[src/rtl/instr_fetch_queue.sv]
// Instruction fetch queue: streams sequential fetches from a combinational program
// memory into a 2-entry FIFO for decode, with redirect flush and a retire counter.
module instr_fetch_queue #(
    parameter logic [15:0] RESET_PC = 16'h0000
) (
    input  logic        clk,
    input  logic        rst,
    output logic [15:0] imem_addr,
    input  logic [15:0] imem_instr,
    input  logic        redirect_valid,
    input  logic [15:0] redirect_pc,
    output logic        out_valid,
    input  logic        out_ready,
    output logic [15:0] out_instr,
    output logic [15:0] out_pc,
    output logic [15:0] retired_count
);

    typedef struct packed {
        logic [15:0] pc;
        logic [15:0] instr;
    } fq_entry_t;

    fq_entry_t   slot [2];
    logic [15:0] fetch_pc;
    logic [1:0]  count;
    logic        head;
    logic        tail;
    logic        xfer;
    logic        push;

    assign imem_addr = fetch_pc;
    assign out_valid = (count != 2'd0);
    assign xfer      = out_valid && out_ready;
    // A full queue can still accept a fetch when the head leaves in the same cycle.
    assign push      = !redirect_valid && ((count < 2'd2) || xfer);

    assign out_pc    = out_valid ? slot[head].pc    : 16'h0000;
    assign out_instr = out_valid ? slot[head].instr : 16'h0000;

    always_ff @(posedge clk) begin
        if (rst) begin
            fetch_pc      <= RESET_PC;
            count         <= 2'd0;
            head          <= 1'b0;
            tail          <= 1'b0;
            retired_count <= 16'h0000;
        end else begin
            // Decode already owns a word handed over in a redirect cycle, so it still retires.
            if (xfer)
                retired_count <= retired_count + 16'd1;
            if (redirect_valid) begin
                count    <= 2'd0;
                head     <= 1'b0;
                tail     <= 1'b0;
                fetch_pc <= redirect_pc;
            end else begin
                if (push) begin
                    slot[tail] <= '{pc: fetch_pc, instr: imem_instr};
                    tail       <= ~tail;
                    fetch_pc   <= fetch_pc + 16'd1;
                end
                if (xfer)
                    head <= ~head;
                count <= count + 2'(push) - 2'(xfer);
            end
        end
    end

endmodule

[config.mk]
export PLATFORM = sky130hd
export DESIGN_NAME = instr_fetch_queue
export DESIGN_NICKNAME = d
export VERILOG_FILES = /design/src/rtl/instr_fetch_queue.sv
export SDC_FILE = /design/constraint.sdc
export NUM_CORES = 1
export LEC_CHECK = 0
export ABC_AREA = 1
export CAP_MARGIN = 20
export CORE_MARGIN = 5
export CORE_UTILIZATION = 45
export DETAILED_ROUTE_END_ITERATION = 10
export PLACE_DENSITY_LB_ADDON = 0.25
export SETUP_SLACK_MARGIN = 0.1
export SLEW_MARGIN = 20
export SYNTH_ARGS = -nofsm -noshare
export SYNTH_HDL_FRONTEND = slang
export SYNTH_SLANG_ARGS = --single-unit
[constraint.sdc]
create_clock -name clk -period 3.8 [get_ports clk]
set_clock_uncertainty 0.1 [all_clocks]
set_input_delay 0.57 -clock clk [delete_from_list [all_inputs] [get_ports clk]]
set_output_delay 0.57 -clock clk [all_outputs]
set_load 0.01 [all_outputs]
==> results.ini, run 1 <==
[final_layout]
final_cell_mix = nand2_1 (136), clkdlybuf4s50_1 (100), edfxtp_1 (64), a21oi_1 (59), inv_1 (47)
fillers = 830
multiInputGateArea_sq_um = 1526
areaGrowthSynthToFinish_pct = 30.98
register_area_sq_um = 2663
n_antenna_cell = 0
nets = 623
fin_area_sq_um = 5803
drive_gt1_frac = 0.06122
layout_commonest_cell = nand2_1
fin_util = 0.5992

[clock_tree]
cts_buffers = 9
cts_buffer_depth = 2
post_cts_buffers = 0
clkSinkCount = 101
cts_root_buf = clkbuf_8
cts.repair.resized = 0
clk_latency_ps = 350
cts.clk_slew.worst_paths_ps = 90
cts.hold.buffers_added = 0
cts_max_level = 3
cts_tree = yes

[die]
row_count = 36
fp.dieArea_sq_um = 11930
io_pins = 101
coreArea_sq_um = 9684
fp.dieH_um = 109.2
start_util = 0.4575
die_w_um = 109.2

[routing]
drc = 0
wire_per_inst_um = 14.40
ant_nets = 0
viasPerCell = 4.939
via_count = 3561
dr.pass1.iters = 5
drt-total-wl_um = 10380
drt_iter0_markers = 153

[timing]
relSlewSlack = 0.4336
worst_pin_slew_ps = 847.6
fin_crit_ps = 2883
rsz0062_at_grt = false
hold_viol = 0
clock.fmax_mhz = 346.9
layout_setup_ws_ps = 917.3
slew_viol_final = 0
finalCritPeriodShare = 0.7586
setup_viol = 0
setup_tns_ps = 0

[logic_synthesis]
yosys_warnings = 0
synthCells = 482
ys_ff_latch = 101
synth_cell_type_count = 30
yosysSeqAreaShare = 0.6010
synth.cell_area_sq_um = 4430
syn_avg_cell_area_sq_um = 9.192
syn_nets = 522

[global_routing]
grt_util_all_layers = 0.1779
grt_max_degree = 34
gr-total-overflow = 0
grt_pass1_vias = 3441
grt_antenna_before_repair = 0
grt_first_pass_wirelength_um = 16520

[worst_hold_path]
min_path_type = flop to flop
worstHoldPathCells = 1

[worst_setup_path]
startpoint_type = flop
critPathRequiredTime_ps = 3130
criticalPathCategory = flop to output port
worst_r2r_path_depth = 10
worstPathArrival_ps = 2210
worstSetupEndpointType = output port
cp_max_fo = 18

[pwr]
power_density_nw_per_um2 = 384.8
power_leakage_nw = 2.078
vdd_drop_max_uv = 212.2
total_power_w = 0.002233

[status]
outcome = finished clean

[placement]
port_buffers = 100
dp_hpwl_um = 7328
preCtsSetupSlack_ps = 859.6
postPlaceCellArea_sq_um = 5582
place_congestion = 0.8346

[job]
maxCapViolCount = 0

[state kept, by name, summed over array words and instances (netlist names), named ones only]
register,flops
count,2
tail,1
slot,64
retired_count,16
imem_addr,16
head,1
[per-stage QoR]
stage	instances	hold slack (ps)
4_1_cts	721	360.0
2_1_floorplan	482	325.1
3_5_place_dp	705	345.0
5_1_grt	721	397.3
3_3_place_gp	705	350.0
6_report	721	362.2
[cell usage after synthesis, drive strengths merged]
master | number | area (sq um)
a211oi | 2 | 15.01
a21oi | 60 | 304.0
a22oi | 1 | 7.510
a31oi | 2 | 12.51
buf | 1 | 11.26
clkbuf | 14 | 52.55
dfxtp | 37 | 740.7
edfxtp | 64 | 1922
ha | 4 | 50.05
inv | 50 | 187.7
nand2 | 137 | 521.8
nand3 | 19 | 105.1
nand3b | 1 | 7.510
nand4 | 4 | 25.02
nor2 | 39 | 201.4
nor3 | 8 | 40.04
o211ai | 1 | 7.510
o21a | 1 | 7.510
o21ai | 28 | 140.1
o21bai | 2 | 15.01
or2 | 2 | 12.51
xnor2 | 3 | 26.28
xor2 | 2 | 17.52
[path summary, 6_finish.rpt]
kind                  from   endpoint  slack [ps]
hold reg to reg       head       head         360
setup / recovery      flop  out_pc[3]         920
setup reg to reg  count[1]   count[1]        1280
hold / removal        head       head         360
[metal layers]
layer  wire [um]  part of all wire  global-route usage
met4         148             0.014             0.06500
met1        4782              0.46              0.2351
met2        4869              0.47              0.2925
met5           0                 0                   0
met3         582             0.056             0.03316
[critical path, stage by stage (launching register included)]
cell and delay, ps:
dfxtp_1 320, inv_1 350, buf_4 310, nand2_1 70, a21oi_1 210, clkdlybuf4s50_1 580
[power by group]
group	leakage, nW	switching [W]	internal (W)
clock	0.108	0.000365	0.000375
sequential	0.892	0.0000335	0.00121
combinational	1.08	0.000127	0.000124
[layout make-up]
class / count / area share
tap: 133 / 0.02868
timing repair buffer: 105 / 0.1790
inverter: 50 / 0.03234
clock buffer: 9 / 0.02135
multi-input combinational: 316 / 0.2630
sequential: 101 / 0.4588
clock inverter: 7 / 0.01682
[kinds of logic (layout without fill, tap and decap cells)]
kind of cell | after synthesis | count (layout) | share of synthesized area
AO/OA/AOI/OAI | 97 | 97 | 0.1149
XOR/XNOR | 5 | 5 | 0.009886
adder cells (fa/ha/maj) | 4 | 4 | 0.01130
buffers and inverters | 65 | 171 | 0.05676
flip-flops | 101 | 101 | 0.6010
AND/OR/NAND/NOR | 210 | 210 | 0.2062
Power figures use the tool's default switching activity.
==> inputs of run 2 (changes only) <==
Settings changed: CORE_UTILIZATION 45 to 50.
Clock period 3.8 ns to 3 ns, I/O delays scaled along.
==> run 2 against run 1 <==
Worst setup slack worse by 440 ps. Non-clock buffer count up 5. Flip-flop and latch count unchanged. Largest power group unchanged. Wire length decreased by 3.1%. Design area shrank 0.11%. Hold slack worse by 3.6 ps. Register-to-register slack got worse by 410 ps. Sequential power up 27%. Die area fell by 9.1%. Clock power increased by 9.7%.
==> results.ini, run 2 (same netlist as run 1, synthesis figures left out) <==
[die]
io_pins = 101  ; unchanged
row_count = 34  ; -5.6%
fp.dieArea_sq_um = 10840  ; -9.1%
die_w_um = 104.1  ; -4.7%
start_util = 0.5105  ; +0.05303
coreArea_sq_um = 8678  ; -10%
fp.dieH_um = 104.1  ; -4.7%

[timing]
setup_tns_ps = 0  ; unchanged
rsz0062_at_grt = false
hold_viol = 0  ; unchanged
clock.fmax_mhz = 396.9
fin_crit_ps = 2520
whs_ps = 358.6  ; -3.582 ps
relSlewSlack = 0.6957  ; +0.2621
setup_viol = 0  ; unchanged
slew_viol_final = 0  ; unchanged
worst_pin_slew_ps = 455.9  ; -391.7 ps
finalCritPeriodShare = 0.8399

[placement]
place_congestion = 0.8635  ; +3.5%
dp_hpwl_um = 7183  ; -2.0%
port_buffers = 100  ; unchanged
dp_cells = 685  ; -2.8%

[worst_hold_path]
worstHoldPathCells = 1  ; unchanged
min_path_type = flop to flop

[worst_setup_path]
worstPathCellList = buf_4, nand2_1, a21oi_1, clkdlybuf4s50_1
critPathRequiredTime_ps = 2450  ; -680 ps
crit_slowest_cell = clkdlybuf4s50_1
worstSetupEndpointType = output port
worstPathArrival_ps = 1970  ; -240 ps
worst_r2r_path_depth = 10  ; unchanged
cpPeakStageDelay_ps = 580  ; about the same
startpoint_type = flop
cp_max_fo = 32  ; +14
r2r_slack_ps = 870  ; -410 ps
criticalPathCategory = flop to output port

[final_layout]
n_antenna_cell = 0  ; unchanged
instances_no_fill = 701  ; -2.8%
nets = 628  ; +0.80%
largest_register = slot
final_cell_mix = nand2_1 (136), clkdlybuf4s50_1 (100), edfxtp_1 (64), a21oi_1 (59), inv_1 (47)
areaGrowthSynthToFinish_pct = 30.84
fin_util = 0.6680  ; +0.06874
largest_reg_flops = 64  ; unchanged
drive_gt1_frac = 0.06914  ; +0.007915
layout_commonest_cell = nand2_1

[routing]
ant_nets = 0  ; unchanged
via_count = 3633  ; +2.0%
wire_per_inst_um = 14.35  ; -0.35%
drc = 0  ; unchanged
drt_iter0_markers = 152  ; -0.65%
viasPerCell = 5.183  ; +4.9%
drt-total-wl_um = 10060  ; -3.1%
dr.pass1.iters = 5  ; unchanged

[global_routing]
grt_antenna_before_repair = 0  ; unchanged
grt_first_pass_wirelength_um = 16750  ; +1.4%
grt_util_all_layers = 0.1869  ; +0.008983
grt_max_degree = 33  ; -2.9%
gr-total-overflow = 0  ; unchanged
grt_pass1_vias = 3504  ; +1.8%

[clock_tree]
cts_buffers = 9  ; unchanged
cts.clk_slew.worst_paths_ps = 100  ; about the same
cts_root_buf = clkbuf_8
cts.hold.buffers_added = 0  ; unchanged
cts.repair.resized = 0  ; unchanged
post_cts_buffers = 0  ; unchanged
clkSinkCount = 101  ; unchanged
clk_latency_ps = 360  ; about the same
cts_tree = yes
cts_buffer_depth = 2  ; unchanged
cts_max_level = 3  ; unchanged

[status]
outcome = finished clean

[pwr]
power_leakage_nw = 2.090  ; +0.57%
vdd_drop_max_uv = 304.1  ; +43%
total_power_w = 0.002712  ; +21%
power_density_nw_per_um2 = 467.8  ; +22%

[job]
maxCapViolCount = 0  ; unchanged

[run 2: cell type report]
| cell class | count | area [sq um] |
|---|---|---|
| flip-flops and latches | 101 | 2663 |
| clock inverters | 6 | 56.30 |
| repair buffers | 110 | 1101 |
| fillers | 704 | 2882 |
| multi-input cells | 316 | 1526 |
| well taps | 108 | 135.1 |
| clock buffers | 10 | 127.6 |
| inverters | 50 | 187.7 |
[run 2: report_power, final]
part / switching [W] / internal, W
combinational: 0.000162 / 0.000166
sequential: 0.0000421 / 0.00153
clock: 0.000493 / 0.000318
total: 0.000697 / 0.00201
[run 2: per-layer routing]
metal  wire length [um]  vias up  track usage
met1               4335     1691       0.2345
met3                542       19      0.04221
met5                  0        -            0
met2               4911      108       0.3101
met4                270        0      0.07956
li1                   -     1815            -
[run 2: worst paths after layout]
check             startpoint          to
hold / removal          head        head
hold reg to reg         head        head
setup reg to reg    count[1]    count[1]
setup / recovery        flop  out_pc[10]
[run 2: per-stage QoR]
step,setup slack (ps),area (sq um)
2_1_floorplan,-526.8,4431
3_3_place_gp,419.1,5613
3_5_place_dp,371.2,5613
4_1_cts,437.9,5797
5_1_grt,372.6,5797
6_report,480.2,5797
[run 2: worst max-delay path, delay by kind of cell (launching register included)]
family / cells / cell delay, ps
AO/OA/AOI/OAI: 1 / 250
flip-flops: 1 / 340
AND/OR/NAND/NOR: 1 / 110
buffers and inverters: 2 / 900
==> inputs of run 3 (changes only) <==
Clock period 3 ns to 2.45 ns, I/O delays scaled along.
==> run 3 against run 2 <==
Largest power group unchanged. Highest routed layer unchanged. Clock-buffer cell count grew 2. Combinational power rose by 25%. Register-to-register slack lost 270 ps. Critical path depth up 1. Core utilization is 0.87 points higher. Critical endpoint is now out_pc[13]. First-iteration DRC count fell by 7.9%. Design area grew 1.3%. Wire length up 3.2%. Hold slack improved by 6.1 ps. Critical path type unchanged. Via count rose by 1.5%. Worst setup slack worse by 320 ps.
==> results.ini, run 3 (same netlist as run 1, synthesis figures left out) <==
[status]
outcome = finished clean

[routing]
drt-total-wl_um = 10380  ; +3.2%
wire_per_inst_um = 14.70  ; +2.5%
dr.pass1.iters = 5  ; unchanged
via_count = 3689  ; +1.5%
drt_iter0_markers = 140  ; -7.9%
viasPerCell = 5.225  ; +0.82%
ant_nets = 0  ; unchanged
drc = 0  ; unchanged

[placement]
dp_hpwl_um = 7565  ; +5.3%
place_congestion = 0.8488  ; -1.7%
preCtsSetupSlack_ps = 112.0  ; -259.2 ps
port_buffers = 100  ; unchanged

[pwr]
power_density_nw_per_um2 = 558.0  ; +19%
power_leakage_nw = 2.276  ; +8.9%
vdd_drop_max_uv = 265.7  ; -13%

[job]
maxCapViolCount = 0  ; unchanged

[final_layout]
multiInputGateArea_sq_um = 1539  ; +0.82%
layout_commonest_cell = nand2_1
final_cell_mix = nand2_1 (136), clkdlybuf4s50_1 (91), edfxtp_1 (64), a21oi_1 (59), inv_1 (47)
nets = 633  ; +0.80%
largest_register = slot
fillers = 707  ; +0.43%
drive_gt1_frac = 0.07525  ; +0.006111
areaGrowthSynthToFinish_pct = 32.53
n_antenna_cell = 0  ; unchanged
largest_reg_flops = 64  ; unchanged
fin_util = 0.6766  ; +0.008651
register_area_sq_um = 2664  ; about the same

[timing]
worst_pin_slew_ps = 495.1  ; +39.18 ps
hold_viol = 0  ; unchanged
setup_viol = 0  ; unchanged
whs_ps = 364.7  ; +6.095 ps
slew_viol_final = 0  ; unchanged
rsz0062_at_grt = true
layout_setup_ws_ps = 162.1  ; -318.2 ps
clock.fmax_mhz = 437.1
finalCritPeriodShare = 0.9338
fin_crit_ps = 2288
setup_tns_ps = 0  ; unchanged
relSlewSlack = 0.6696  ; -0.02615

[die]
row_count = 34  ; unchanged
io_pins = 101  ; unchanged
fp.dieArea_sq_um = 10840  ; unchanged
die_w_um = 104.1  ; unchanged
coreArea_sq_um = 8678  ; unchanged
start_util = 0.5105  ; unchanged
fp.dieH_um = 104.1  ; unchanged

[worst_setup_path]
startpoint_type = flop
cp_max_fo = 21  ; -34%
worstSetupEndpointType = output port
crit_slowest_cell = clkdlybuf4s50_1
path_delay_family = buffers and inverters
worstPathArrival_ps = 1820  ; -150 ps
worstPathCellList = inv_1, buf_8, nand2_1, a21oi_1, clkdlybuf4s50_1
criticalPathCategory = flop to output port
critPathBufInv = 3  ; +1
critPathRequiredTime_ps = 1980  ; -470 ps
cpPeakStageDelay_ps = 570  ; about the same

[clock_tree]
cts_root_buf = clkbuf_8
cts.clk_slew.worst_paths_ps = 90  ; about the same
cts_tree = yes
cts_max_level = 3  ; unchanged
clk_latency_ps = 360  ; about the same
clkSinkCount = 101  ; unchanged
cts_buffer_depth = 2  ; unchanged
cts_buffers = 9  ; unchanged

[global_routing]
grt_antenna_before_repair = 0  ; unchanged
grt_util_all_layers = 0.1906  ; +0.003677
grt_first_pass_wirelength_um = 17040  ; +1.7%
gr-total-overflow = 0  ; unchanged
grt_pass1_vias = 3655  ; +4.3%
grt_max_degree = 33  ; unchanged

[worst_hold_path]
min_path_type = flop to flop

run 3: report_power, final:
part           internal, W  leakage [nW]  switching (W)
clock network     0.000397        0.0844       0.000543
logic             0.000208          1.30       0.000202
registers          0.00187         0.892      0.0000511
run 3: layout make-up:
type	instances	area share
sequential	101	0.4537
tap	108	0.02301
timing repair buffer	115	0.2003
inverter	50	0.03196
multi-input combinational	316	0.2621
clock inverter	4	0.004262
clock buffer	12	0.02472
run 3: path summary, 6_finish.rpt:
path / depth (start not counted) / to / from / slack [ps]
setup / recovery: 5 / out_pc[13] / flop / 160
hold / removal: 1 / head / head / 360
setup reg to reg: 8 / count[1] / count[1] / 600
hold reg to reg: 1 / head / head / 360
run 3: metrics by stage:
step	std cells	total power, W	area (sq um)
global placement	690	0.002364	5663
finish	706	0.003276	5872
CTS	706	0.003298	5834
global route	706	0.003401	5872
detailed placement	690	0.002379	5663
floorplan	482	0.002133	4441
run 3: worst reg2reg max path, stage by stage, from the launching register on:
cell	delay [ps]
dfxtp_2	360
nor2_4	190
nor2_8	60
buf_4	180
ha_1	280
inv_1	40
ha_1	180
or2_2	290
a21oi_1	110
run 3: layer usage:
layer	part of all wire	wire, um	vias up	global-route usage
met4	0.016	168	0	0.07493
li1	-	-	1829	-
met3	0.055	576	15	0.03911
met5	0	0	-	0
met2	0.50	5238	119	0.3288
met1	0.42	4396	1726	0.2331
run 3: timing repair:
action,CTS,global route
setup buffers,0,0
setup endpoints to repair,2,19
resized for setup,1,13
hold buffers,0,0
